$ cat src/rtl/boreal_vec_seq_if.sv
// Signal bundle between the boreal vector sequencer and its environment: command
// queue, operand buffer, result consumer and the lane array.
interface boreal_vec_seq_if #(
   parameter int NUM_LANES = 4,
   parameter int LEN_W     = 16
);
   // A transfer on cmd/in/res happens on a rising edge where valid and ready are both
   // high; the source holds its payload stable while valid is high and ready is low.
   logic                      cmd_valid;
   logic                      cmd_ready;
   logic [LEN_W-1:0]          cmd_len;
   logic                      cmd_do_scale;
   logic                      cmd_do_clamp;
   logic [15:0]               cfg_scale;
   logic [15:0]               cfg_zero_pt;
   logic [31:0]               cfg_clamp_min;
   logic [31:0]               cfg_clamp_max;

   logic                      in_valid;
   logic                      in_ready;
   logic [8*NUM_LANES-1:0]    in_a;
   logic [8*NUM_LANES-1:0]    in_b;

   logic                      lane_en;
   logic [2:0]                lane_op;
   logic [8*NUM_LANES-1:0]    lane_a;
   logic [8*NUM_LANES-1:0]    lane_b;
   logic [15:0]               lane_scale;
   logic [15:0]               lane_zero_pt;
   logic [31:0]               lane_clamp_min;
   logic [31:0]               lane_clamp_max;
   logic [32*NUM_LANES-1:0]   lane_acc;
   logic [NUM_LANES-1:0]      lane_done;

   logic                      res_valid;
   logic                      res_ready;
   logic [32*NUM_LANES-1:0]   res_data;

   logic                      busy;
   logic                      err;
   logic [2:0]                dbg_state;

   // master: environment (command source, operand source, lanes, result sink)
   modport master (
      output cmd_valid, cmd_len, cmd_do_scale, cmd_do_clamp,
             cfg_scale, cfg_zero_pt, cfg_clamp_min, cfg_clamp_max,
             in_valid, in_a, in_b, lane_acc, lane_done, res_ready,
      input  cmd_ready, in_ready, lane_en, lane_op, lane_a, lane_b,
             lane_scale, lane_zero_pt, lane_clamp_min, lane_clamp_max,
             res_valid, res_data, busy, err, dbg_state
   );

   modport slave (
      input  cmd_valid, cmd_len, cmd_do_scale, cmd_do_clamp,
             cfg_scale, cfg_zero_pt, cfg_clamp_min, cfg_clamp_max,
             in_valid, in_a, in_b, lane_acc, lane_done, res_ready,
      output cmd_ready, in_ready, lane_en, lane_op, lane_a, lane_b,
             lane_scale, lane_zero_pt, lane_clamp_min, lane_clamp_max,
             res_valid, res_data, busy, err, dbg_state
   );
endinterface

$ cat src/rtl/boreal_vec_seq.sv
// Dot-product command sequencer: drives lanes through ZERO, MAC x len, optional SCALE
// and CLAMP, then captures the lane accumulators and offers them as one result.
module boreal_vec_seq #(
   parameter int NUM_LANES = 4,
   parameter int LEN_W     = 16
) (
   input  logic             clk,
   input  logic             rst_n,
   boreal_vec_seq_if.slave  bus
);
   localparam int AW = 8 * NUM_LANES;
   localparam int RW = 32 * NUM_LANES;

   localparam logic [2:0] OP_NOP   = 3'd0;
   localparam logic [2:0] OP_MAC   = 3'd1;
   localparam logic [2:0] OP_SCALE = 3'd2;
   localparam logic [2:0] OP_CLAMP = 3'd3;
   localparam logic [2:0] OP_ZERO  = 3'd5;

   typedef enum logic [2:0] {
      S_IDLE  = 3'd0,
      S_ZERO  = 3'd1,
      S_MAC   = 3'd2,
      S_SCALE = 3'd3,
      S_CLAMP = 3'd4,
      S_DRAIN = 3'd5,
      S_OUT   = 3'd6
   } state_e;

   state_e            state_q, state_d;
   state_e            post_mac;
   logic [LEN_W:0]    cnt_q, cnt_d;
   logic [LEN_W-1:0]  len_q, len_d;
   logic              do_scale_q, do_scale_d;
   logic              do_clamp_q, do_clamp_d;
   logic [15:0]       scale_q, scale_d;
   logic [15:0]       zero_pt_q, zero_pt_d;
   logic [31:0]       clamp_min_q, clamp_min_d;
   logic [31:0]       clamp_max_q, clamp_max_d;
   logic              cmd_ready_q, cmd_ready_d;
   logic              in_ready_q, in_ready_d;
   logic              lane_en_q, lane_en_d;
   logic [2:0]        lane_op_q, lane_op_d;
   logic [AW-1:0]     lane_a_q, lane_a_d;
   logic [AW-1:0]     lane_b_q, lane_b_d;
   logic              res_valid_q, res_valid_d;
   logic [RW-1:0]     res_data_q, res_data_d;
   logic              busy_q, busy_d;
   logic              err_q, err_d;

   logic              cmd_fire;
   logic              in_fire;
   logic              res_fire;

   assign cmd_fire = bus.cmd_valid & cmd_ready_q;
   assign in_fire  = bus.in_valid & in_ready_q;
   assign res_fire = res_valid_q & bus.res_ready;

   // Where the sequence continues once the MAC phase (possibly empty) is finished.
   always_comb begin
      if (do_scale_q) begin
         post_mac = S_SCALE;
      end else if (do_clamp_q) begin
         post_mac = S_CLAMP;
      end else begin
         post_mac = S_DRAIN;
      end
   end

   always_comb begin
      state_d     = state_q;
      cnt_d       = cnt_q;
      len_d       = len_q;
      do_scale_d  = do_scale_q;
      do_clamp_d  = do_clamp_q;
      scale_d     = scale_q;
      zero_pt_d   = zero_pt_q;
      clamp_min_d = clamp_min_q;
      clamp_max_d = clamp_max_q;
      lane_en_d   = 1'b0;
      lane_op_d   = OP_NOP;
      lane_a_d    = lane_a_q;
      lane_b_d    = lane_b_q;
      res_data_d  = res_data_q;
      err_d       = err_q;

      case (state_q)
         S_IDLE: begin
            if (cmd_fire) begin
               len_d       = bus.cmd_len;
               do_scale_d  = bus.cmd_do_scale;
               do_clamp_d  = bus.cmd_do_clamp;
               scale_d     = bus.cfg_scale;
               zero_pt_d   = bus.cfg_zero_pt;
               clamp_min_d = bus.cfg_clamp_min;
               clamp_max_d = bus.cfg_clamp_max;
               cnt_d       = '0;
               err_d       = 1'b0;
               state_d     = S_ZERO;
            end
         end
         S_ZERO: begin
            lane_en_d = 1'b1;
            lane_op_d = OP_ZERO;
            state_d   = (len_q == '0) ? post_mac : S_MAC;
         end
         S_MAC: begin
            // A cycle without an operand beat is a bubble: lanes see lane_en low.
            if (in_fire) begin
               lane_en_d = 1'b1;
               lane_op_d = OP_MAC;
               lane_a_d  = bus.in_a;
               lane_b_d  = bus.in_b;
               cnt_d     = cnt_q + 1'b1;
               if (cnt_d == {1'b0, len_q}) begin
                  state_d = post_mac;
               end
            end
         end
         S_SCALE: begin
            lane_en_d = 1'b1;
            lane_op_d = OP_SCALE;
            state_d   = do_clamp_q ? S_CLAMP : S_DRAIN;
         end
         S_CLAMP: begin
            lane_en_d = 1'b1;
            lane_op_d = OP_CLAMP;
            state_d   = S_DRAIN;
         end
         S_DRAIN: begin
            // First DRAIN cycle still carries the last op; sample once the lanes settled.
            if (!lane_en_q) begin
               if (bus.lane_done != {NUM_LANES{1'b1}}) begin
                  err_d = 1'b1;
               end
               res_data_d = bus.lane_acc;
               state_d    = S_OUT;
            end
         end
         S_OUT: begin
            if (res_fire) begin
               state_d = S_IDLE;
            end
         end
         default: begin
            state_d = S_IDLE;
         end
      endcase

      cmd_ready_d = (state_d == S_IDLE);
      in_ready_d  = (state_d == S_MAC);
      res_valid_d = (state_d == S_OUT);
      busy_d      = (state_d != S_IDLE);
   end

   always_ff @(posedge clk or negedge rst_n) begin
      if (!rst_n) begin
         state_q     <= S_IDLE;
         cnt_q       <= '0;
         len_q       <= '0;
         do_scale_q  <= 1'b0;
         do_clamp_q  <= 1'b0;
         scale_q     <= '0;
         zero_pt_q   <= '0;
         clamp_min_q <= '0;
         clamp_max_q <= '0;
         cmd_ready_q <= 1'b0;
         in_ready_q  <= 1'b0;
         lane_en_q   <= 1'b0;
         lane_op_q   <= OP_NOP;
         lane_a_q    <= '0;
         lane_b_q    <= '0;
         res_valid_q <= 1'b0;
         res_data_q  <= '0;
         busy_q      <= 1'b0;
         err_q       <= 1'b0;
      end else begin
         state_q     <= state_d;
         cnt_q       <= cnt_d;
         len_q       <= len_d;
         do_scale_q  <= do_scale_d;
         do_clamp_q  <= do_clamp_d;
         scale_q     <= scale_d;
         zero_pt_q   <= zero_pt_d;
         clamp_min_q <= clamp_min_d;
         clamp_max_q <= clamp_max_d;
         cmd_ready_q <= cmd_ready_d;
         in_ready_q  <= in_ready_d;
         lane_en_q   <= lane_en_d;
         lane_op_q   <= lane_op_d;
         lane_a_q    <= lane_a_d;
         lane_b_q    <= lane_b_d;
         res_valid_q <= res_valid_d;
         res_data_q  <= res_data_d;
         busy_q      <= busy_d;
         err_q       <= err_d;
      end
   end

   assign bus.cmd_ready      = cmd_ready_q;
   assign bus.in_ready       = in_ready_q;
   assign bus.lane_en        = lane_en_q;
   assign bus.lane_op        = lane_op_q;
   assign bus.lane_a         = lane_a_q;
   assign bus.lane_b         = lane_b_q;
   assign bus.lane_scale     = scale_q;
   assign bus.lane_zero_pt   = zero_pt_q;
   assign bus.lane_clamp_min = clamp_min_q;
   assign bus.lane_clamp_max = clamp_max_q;
   assign bus.res_valid      = res_valid_q;
   assign bus.res_data       = res_data_q;
   assign bus.busy           = busy_q;
   assign bus.err            = err_q;
   assign bus.dbg_state      = state_q;
endmodule

$ cat src/flat_wrapper.sv
// flat-port wrapper written by rule: the top's interface ports become plain ports
module boreal_vec_seq_flat 
#(
   parameter int NUM_LANES = 4,
   parameter int LEN_W     = 16
)
  (clk, rst_n, bus_cmd_valid, bus_cmd_len, bus_cmd_do_scale, bus_cmd_do_clamp, bus_cfg_scale, bus_cfg_zero_pt, bus_cfg_clamp_min, bus_cfg_clamp_max, bus_in_valid, bus_in_a, bus_in_b, bus_lane_acc, bus_lane_done, bus_res_ready, bus_cmd_ready, bus_in_ready, bus_lane_en, bus_lane_op, bus_lane_a, bus_lane_b, bus_lane_scale, bus_lane_zero_pt, bus_lane_clamp_min, bus_lane_clamp_max, bus_res_valid, bus_res_data, bus_busy, bus_err, bus_dbg_state);
  boreal_vec_seq_if #(.NUM_LANES(NUM_LANES), .LEN_W(LEN_W)) bus_i ();
  input  logic clk;
  input  logic rst_n;
  input wire logic [$bits(bus_i.cmd_valid)-1:0] bus_cmd_valid;
  input wire logic [$bits(bus_i.cmd_len)-1:0] bus_cmd_len;
  input wire logic [$bits(bus_i.cmd_do_scale)-1:0] bus_cmd_do_scale;
  input wire logic [$bits(bus_i.cmd_do_clamp)-1:0] bus_cmd_do_clamp;
  input wire logic [$bits(bus_i.cfg_scale)-1:0] bus_cfg_scale;
  input wire logic [$bits(bus_i.cfg_zero_pt)-1:0] bus_cfg_zero_pt;
  input wire logic [$bits(bus_i.cfg_clamp_min)-1:0] bus_cfg_clamp_min;
  input wire logic [$bits(bus_i.cfg_clamp_max)-1:0] bus_cfg_clamp_max;
  input wire logic [$bits(bus_i.in_valid)-1:0] bus_in_valid;
  input wire logic [$bits(bus_i.in_a)-1:0] bus_in_a;
  input wire logic [$bits(bus_i.in_b)-1:0] bus_in_b;
  input wire logic [$bits(bus_i.lane_acc)-1:0] bus_lane_acc;
  input wire logic [$bits(bus_i.lane_done)-1:0] bus_lane_done;
  input wire logic [$bits(bus_i.res_ready)-1:0] bus_res_ready;
  output wire logic [$bits(bus_i.cmd_ready)-1:0] bus_cmd_ready;
  output wire logic [$bits(bus_i.in_ready)-1:0] bus_in_ready;
  output wire logic [$bits(bus_i.lane_en)-1:0] bus_lane_en;
  output wire logic [$bits(bus_i.lane_op)-1:0] bus_lane_op;
  output wire logic [$bits(bus_i.lane_a)-1:0] bus_lane_a;
  output wire logic [$bits(bus_i.lane_b)-1:0] bus_lane_b;
  output wire logic [$bits(bus_i.lane_scale)-1:0] bus_lane_scale;
  output wire logic [$bits(bus_i.lane_zero_pt)-1:0] bus_lane_zero_pt;
  output wire logic [$bits(bus_i.lane_clamp_min)-1:0] bus_lane_clamp_min;
  output wire logic [$bits(bus_i.lane_clamp_max)-1:0] bus_lane_clamp_max;
  output wire logic [$bits(bus_i.res_valid)-1:0] bus_res_valid;
  output wire logic [$bits(bus_i.res_data)-1:0] bus_res_data;
  output wire logic [$bits(bus_i.busy)-1:0] bus_busy;
  output wire logic [$bits(bus_i.err)-1:0] bus_err;
  output wire logic [$bits(bus_i.dbg_state)-1:0] bus_dbg_state;
  assign bus_i.cmd_valid = bus_cmd_valid;
  assign bus_i.cmd_len = bus_cmd_len;
  assign bus_i.cmd_do_scale = bus_cmd_do_scale;
  assign bus_i.cmd_do_clamp = bus_cmd_do_clamp;
  assign bus_i.cfg_scale = bus_cfg_scale;
  assign bus_i.cfg_zero_pt = bus_cfg_zero_pt;
  assign bus_i.cfg_clamp_min = bus_cfg_clamp_min;
  assign bus_i.cfg_clamp_max = bus_cfg_clamp_max;
  assign bus_i.in_valid = bus_in_valid;
  assign bus_i.in_a = bus_in_a;
  assign bus_i.in_b = bus_in_b;
  assign bus_i.lane_acc = bus_lane_acc;
  assign bus_i.lane_done = bus_lane_done;
  assign bus_i.res_ready = bus_res_ready;
  assign bus_cmd_ready = bus_i.cmd_ready;
  assign bus_in_ready = bus_i.in_ready;
  assign bus_lane_en = bus_i.lane_en;
  assign bus_lane_op = bus_i.lane_op;
  assign bus_lane_a = bus_i.lane_a;
  assign bus_lane_b = bus_i.lane_b;
  assign bus_lane_scale = bus_i.lane_scale;
  assign bus_lane_zero_pt = bus_i.lane_zero_pt;
  assign bus_lane_clamp_min = bus_i.lane_clamp_min;
  assign bus_lane_clamp_max = bus_i.lane_clamp_max;
  assign bus_res_valid = bus_i.res_valid;
  assign bus_res_data = bus_i.res_data;
  assign bus_busy = bus_i.busy;
  assign bus_err = bus_i.err;
  assign bus_dbg_state = bus_i.dbg_state;
  boreal_vec_seq #(.NUM_LANES(NUM_LANES), .LEN_W(LEN_W)) u_core (.clk(clk), .rst_n(rst_n), .bus(bus_i));
endmodule
$ cat config.mk
export PLATFORM = sky130hd
export DESIGN_NAME = boreal_vec_seq_flat
export DESIGN_NICKNAME = d
export VERILOG_FILES = /design/src/rtl/boreal_vec_seq_if.sv /design/src/rtl/boreal_vec_seq.sv /design/src/flat_wrapper.sv
export SDC_FILE = /design/constraint.sdc
export NUM_CORES = 1
export LEC_CHECK = 0
export ABC_AREA = 1
export CORE_AREA = 2 2 242 244
export CTS_CLUSTER_DIAMETER = 120
export DETAILED_ROUTE_END_ITERATION = 12
export DIE_AREA = 0 0 244 246
export GPL_ROUTABILITY_DRIVEN = 0
export PLACE_DENSITY_LB_ADDON = 0.12
export SLEW_MARGIN = 20
export SYNTH_ARGS = -nofsm -noshare
export SYNTH_HDL_FRONTEND = slang
export SYNTH_SLANG_ARGS = --single-unit
$ cat constraint.sdc
create_clock -name clk -period 2.1 [get_ports clk]
set_clock_uncertainty 0.2 [all_clocks]
set_input_delay 0.525 -clock clk [delete_from_list [all_inputs] [get_ports clk]]
set_output_delay 0.525 -clock clk [all_outputs]
set_load 0.05 [all_outputs]
==> results of run 1 <==
## state kept, by name (all words and copies together) (netlist names), 3 cells and up
name,count
u_core.bus.lane_a,32
u_core.bus.lane_scale,16
u_core.len_q,16
u_core.bus.res_data,128
u_core.cnt_q,17
u_core.bus.lane_zero_pt,16
u_core.bus.lane_clamp_max,32
u_core.bus.lane_b,32
u_core.bus.dbg_state,3
u_core.bus.lane_op,3
u_core.bus.lane_clamp_min,32
## where the power goes
part | internal (W) | switching (W) | total, W
registers | 0.00940 | 0.00186 | 0.0113
clock network | 0.00380 | 0.00281 | 0.00661
logic | 0.00614 | 0.0146 | 0.0208
## area by class of cell
type | instances | share of cell area (%)
clock inverters | 9 | 0.260
diodes | 2 | 0.0226
multi-input cells | 1159 | 21.6
flip-flops and latches | 335 | 37.9
well taps | 765 | 4.32
inverters | 59 | 1.04
clock buffers | 55 | 5.19
repair buffers | 727 | 29.7
## worst max-delay path, stage by stage, from the launching register on
cell	delay, ns
dfrtp_1	0.42
buf_4	0.15
inv_2	0.05
nor2_4	0.18
buf_6	0.14
buf_6	0.08
nand4_1	0.08
nand2_1	0.10
nand2_1	0.05
nand2_1	0.09
nand2_1	0.05
nand3b_1	0.17
nor2_2	0.17
nand3_2	0.09
nand2_2	0.10
nor2_1	0.06
## cell families after synthesis
group / count (synthesis) / share of synthesized area [%]
AND/OR/NAND/NOR: 1109 / 32.1
flip-flops: 335 / 62.1
buffers and inverters: 127 / 3.74
AO/OA/AOI/OAI: 47 / 1.86
adder cells (fa/ha/maj): 1 / 0.0926
XOR/XNOR: 2 / 0.130
## worst paths after layout
kind	start	endpoint	slack [ns]	cells after the start
setup / recovery	u_core.cnt_q[0]$_DFFE_PN0P_	u_core.bus.cmd_ready$_DFF_PN0_	-0.18	15
hold / removal	rst_n	u_core.bus.lane_b[13]$_DFFE_PN0P_	0.25	2
setup reg to reg	u_core.cnt_q[0]$_DFFE_PN0P_	u_core.bus.cmd_ready$_DFF_PN0_	-0.18	15
hold reg to reg	u_core.bus.res_data[69]$_DFFE_PN0P_	u_core.bus.res_data[69]$_DFFE_PN0P_	0.27	2
max in group asynchronous	rst_n	u_core.bus.res_data[106]$_DFFE_PN0P_	0.71	3
min in group clk	u_core.bus.res_data[69]$_DFFE_PN0P_	u_core.bus.res_data[69]$_DFFE_PN0P_	0.27	2
## timing repair
action / CTS / global route
cloned: 0 / 1
endpoints found under the setup margin: 7 / 83
endpoints found under the hold margin: 44 / 0
buffers inserted: 7 / 4
hold buffers: 1 / 0
resized for setup: 24 / 29
pin swaps: 13 / 24
## layer usage
metal  global-route usage [%]  up-vias  share of wire, %
met2                     29.5      361                49
met4                     6.74        8               3.6
met1                     20.9     6067                40
li1                         -     6348                 -
met5                        0        -             0.095
met3                     5.26      100               6.8
## placed cells by master (no fill, tap or decap), drive strengths merged, types with 10 or more instances in the layout
cell and n:
nand2 1001, buf 412, dfrtp 335, clkdlybuf4s50 313, inv 60, clkbuf 56
nand3 47, nor2 42, o21ai 28, nand4 15, o22ai 10
## per-stage QoR
stage / cell area [um2] / instances
finish: 22100 / 3111
global placement: 20600 / 3032
CTS: 22000 / 3104
global route: 22100 / 3111
detailed placement: 20600 / 3032
floorplan: 13500 / 1621
==> results.yml, run 1 <==
status:
  run_status: "complete, but fails checks"
  violations: "setup timing"
cells_and_area:
  multi_input_area_mm2: 0.00478
  final_util_pct: 38.6
  final_layout_size_suffix_gt1_share_pct: 22.7
  fin_nets: 2639
  fillCellCount: 5916
  seqCellArea_mm2: 0.00839
  synthToLayoutAreaGrowth_pct: 63.9
power_and_ir_drop:
  p_per_area_mw_per_mm2: 1740
  p_leak_nw: 11.3
  power_w: 0.0386
  vdd_ir_drop_max_v: 0.000939
synth:
  synth_area_mm2: 0.0135
  ys_seq_area_share_pct: 62.1
  synth_area_leader_cell: "dfrtp_1"
  synth-main-ff-cell: "dfrtp_1"
  synthTopCellsByCount: "nand2_1, dfrtp_1, inv_1, nand3_1, clkbuf_1"
  syn_nets: 1937
  ys_types: 25
  synth_edf_count: 0
  synthArstFlopShare_pct: 100
  synth_most_common_cell: "nand2_1"
  avgSynthCellArea_um2: 8.33
  synth_top_area_share_pct: 62.1
  synthCells: 1621
  ys_ff_latch: 335
  synth_area_leaders: "dfrtp_1, nand2_1, nand3_1"
  ys_warn_count: 0
worst_setup_path:
  crit_fanout: 4
  startpoint_type: "flip-flop"
  end_kind: "flip-flop"
  worstSetupPathType: "flip-flop to flip-flop"
  worst_ep_required_time_ns: 2.34
  worstPathArrival_ns: 2.53
global_routing:
  grt_max_degree: 60
  grt_pass1_vias: 13118
  antenna_found_initial: 7
  grt_pass1_wl_mm: 80.5
  grt_overflow_total: 0
  grt_usage_pct: 17.5
floorplanning:
  dieArea_mm2: 0.0600
  die_x_um: 244
  core-area_mm2: 0.0574
  pin_count: 615
  placementRows: 88
  initial_utilization_pct: 23.5
  die_h_um: 246
placement:
  dp_slack_ns: -0.516
  dpl.hpwl_mm: 41.1
  numPortBuffers: 614
detailed_routing:
  ant_nets: 0
  drtIter0Drc: 660
  via_per_inst: 4.14
  drc_errors: 0
  routed-via-count: 12884
  routedWlPerCell_um: 17.5
  wl_mm: 54.5
  first_pass_iters: 5
timing:
  finalSetupViolCount: 5
  max_clock_freq_mhz: 438
  worst_slew_pin_slew_ns: 0.366
  fin_hold_ws_ns: 0.250
  slew_violations: 0
  fin_crit_ns: 2.28
  relSlewSlack_pct: 75.4
  fin_crit_sh_pct: 109
  fin_setup_tns_ns: -0.715
  setup_slack_ns: -0.184
  finalHoldViolations: 0
  rsz0062_at_grt: "yes"
clock_network:
  clock_latency_ns: 0.55
  clockBufferDepth: 3
  htree_levels: 2
  numClockSinks: 335
  clk_pin_slew_ns: 0.06
  cts_tree: "built"
  numCtsBuffers: 41
  root_buffer: "clkbuf_16"
hold_path:
  min_path_type: "input port to asynchronous set/reset pin"
job:
  cap_viol_max_count: 0
No activity file was read; power rests on OpenSTA's default activity.
==> run 2, diff against run 1 <==
Settings changed: ABC_CLOCK_PERIOD_IN_PS set to 2100, CAP_MARGIN set to 20, CTS_CLUSTER_SIZE set to 8.
==> run 2 against run 1 <==
Net effect: the run still ends with setup timing left; sequential share of layout area is 0.056 points lower; sequential cell count stayed put; register-to-register slack is essentially flat; maximum frequency grew 0.18%; global-route usage grew 0.11 points; combinational power about the same; die area is the same; first-iteration DRC count decreased by 7.7%; critical endpoint unchanged.
==> results.yml, run 2 (synthesis results as in run 1) <==
status:
  run_status: "complete, but fails checks"
  violations: "setup timing"
power_and_ir_drop:
  p_seq_share_pct: 29.0
  comb_power_share_pct: 53.4
  power.clock.fraction_pct: 17.6
  switching_share_pct: 49.7
  vdd_ir_drop_max_v: 0.000933
  switchingPower_w: 0.0193
  power_w: 0.0389
  p_leak_nw: 11.4
  p_per_area_mw_per_mm2: 1750
  p_int_w: 0.0196
worst_setup_path:
  path_delay_family: "simple AND/OR/NAND/NOR gates"
  end_kind: "flip-flop"
  r2r-start: "u_core.cnt_q[0]$_DFFE_PN0P_"
  worstPathArrival_ns: 2.54
  r2r_end: "u_core.bus.cmd_ready$_DFF_PN0_"
  startpoint_type: "flip-flop"
  crit_fanout: 4
  rr_worst_depth: 18
  crit_start: "u_core.cnt_q[0]$_DFFE_PN0P_"
  slowest_stage: "dfrtp_2"
  cpMostUsedCell: "nand2_2"
  crit_buf_inv: 6
  rrSetupSlack_ns: -0.18
  cpPeakStageDelay_ns: 0.42
  worst_ep_required_time_ns: 2.36
  cp_cell_sequence: "buf_4 -> buf_6 -> inv_4 -> nor2_4 -> buf_6 -> buf_6 -> nand3_2 -> nand2_2 -> nand2_2 -> nand2_1 -> nand2_2 -> inv_1 -> nor2_1 -> nand3b_1 -> nor2_2 -> nand3_2 -> nand2_2 -> nor2_1"
  worstSetupPathType: "flip-flop to flip-flop"
clock_network:
  clockBufferDepth: 3
  clock_latency_ns: 0.57
  numClockSinks: 335
  cts_tree: "built"
  clk_pin_slew_ns: 0.06
  root_buffer: "clkbuf_16"
  htree_levels: 2
  numCtsBuffers: 47
timing:
  worst_slew_pin_slew_ns: 0.374
  setup_slack_ns: -0.180
  finalHoldViolations: 0
  slew_violations: 0
  max_clock_freq_mhz: 439
  finalSetupViolCount: 6
  fin_crit_ns: 2.28
  fin_setup_tns_ns: -0.695
  fin_crit_sh_pct: 109
  rsz0062_at_grt: "yes"
  relSlewSlack_pct: 75.1
cells_and_area:
  fin_cells: 3099
  mostFrequentLayoutCell: "nand2_1"
  largest_register_ffs: 128
  most-common-layout-cells: "nand2_1, buf_4, dfrtp_1, clkdlybuf4s50_1, inv_1"
  final_layout_size_suffix_gt1_share_pct: 22.5
  fin_nets: 2643
  synthToLayoutAreaGrowth_pct: 64.2
  final_util_pct: 38.7
detailed_routing:
  drc_errors: 0
  wl_mm: 54.7
  routedWlPerCell_um: 17.7
  drtIter0Drc: 609
  routed-via-count: 12905
  ant_nets: 0
  first_pass_iters: 5
  via_per_inst: 4.16
global_routing:
  grt_pass1_vias: 13152
  grt_max_degree: 60
  grt_usage_pct: 17.6
  antenna_found_initial: 8
  grt_pass1_wl_mm: 80.8
  grt_overflow_total: 0
floorplanning:
  placementRows: 88
  core-area_mm2: 0.0574
  dieArea_mm2: 0.0600
  die_x_um: 244
  initial_utilization_pct: 23.5
  pin_count: 615
  die_h_um: 246
placement:
  place_inst: 3032
  numPortBuffers: 614
  dp_slack_ns: -0.516
  dpl.hpwl_mm: 41.1
job:
  cap_viol_max_count: 0
hold_path:
  min_path_type: "input port to asynchronous set/reset pin"
run 2: changes by cell type in the layout (fill, tap and decap cells not counted), moves of 2 or more:
cell        delta
clkbuf_16      +7
clkbuf_8       -7
clkinv_2       -5
nand2_2        -5
buf_4          -4
clkbuf_1       -4
nand2_1        +4
dfrtp_1        -3
dfrtp_2        +3
nand3_1        -3
buf_6          +2
clkinvlp_4     -2
nand3_2        +2
run 2: worst max-delay path by stage:
stage	cells after the start	to	slack [ns]
5_1_grt	14	u_core.bus.cmd_ready$_DFF_PN0_	-0.39
3_5_place_dp	14	u_core.bus.in_ready$_DFF_PN0_	-0.52
3_3_place_gp	14	u_core.bus.cmd_ready$_DFF_PN0_	-0.51
6_report	18	u_core.bus.cmd_ready$_DFF_PN0_	-0.18
4_1_cts	14	u_core.bus.cmd_ready$_DFF_PN0_	-0.16
2_1_floorplan	13	u_core.bus.cmd_ready$_DFF_PN0_	0.05
run 2: per-layer routing:
layer | up-vias | GRT usage, % | part of all wire, %
met1 | 6081 | 20.9 | 40
met4 | 8 | 7.73 | 3.9
met3 | 110 | 5.08 | 6.6
met2 | 370 | 29.5 | 49
li1 | 6336 | - | -
met5 | - | 0 | 0.095
run 2: worst reg2reg max path, cell delays in order, from the launching register on:
cell      delay [ns]
dfrtp_2         0.42
buf_4           0.15
buf_6           0.12
inv_4           0.05
nor2_4          0.05
buf_6           0.12
buf_6           0.10
nand3_2         0.06
nand2_2         0.07
nand2_2         0.07
nand2_1         0.06
nand2_2         0.09
inv_1           0.04
nor2_1          0.10
nand3b_1        0.09
nor2_2          0.14
nand3_2         0.09
nand2_2         0.10
nor2_1          0.06
run 2: stage by stage:
step	cell area [um2]	hold WS, ns
3_5_place_dp	20600	0.257
6_report	22200	0.237
2_1_floorplan	13500	0.0294
3_3_place_gp	20600	0.250
4_1_cts	22000	0.225
5_1_grt	22200	0.249
run 2: what timing repair did:
item                       4_1_cts  5_1_grt
hold buffers                     1        0
setup endpoints to repair        7       64
hold endpoints to repair        51        0
pin swaps                       14       19
resized for setup               18       41
gates cloned                     0        1
setup buffers                    7        4
run 2: layout make-up:
type,count,area [um2]
sequential,335,8390
inverter,59,233
fill,5889,35200
clock buffer,51,1210
timing repair buffer,725,6560
clock inverter,2,25.0
antenna,3,7.51
multi-input combinational,1159,4790
tap,765,957
run 2: power by group through the flow:
stage	Clock, W	Sequential, W	Combinational [W]
floorplan	0	0.0202	0.00379
global placement	0	0.0112	0.0207
detailed placement	0	0.0112	0.0208
CTS	0.00714	0.0112	0.0209
global route	0.00735	0.0116	0.0220
finish	0.00685	0.0113	0.0208
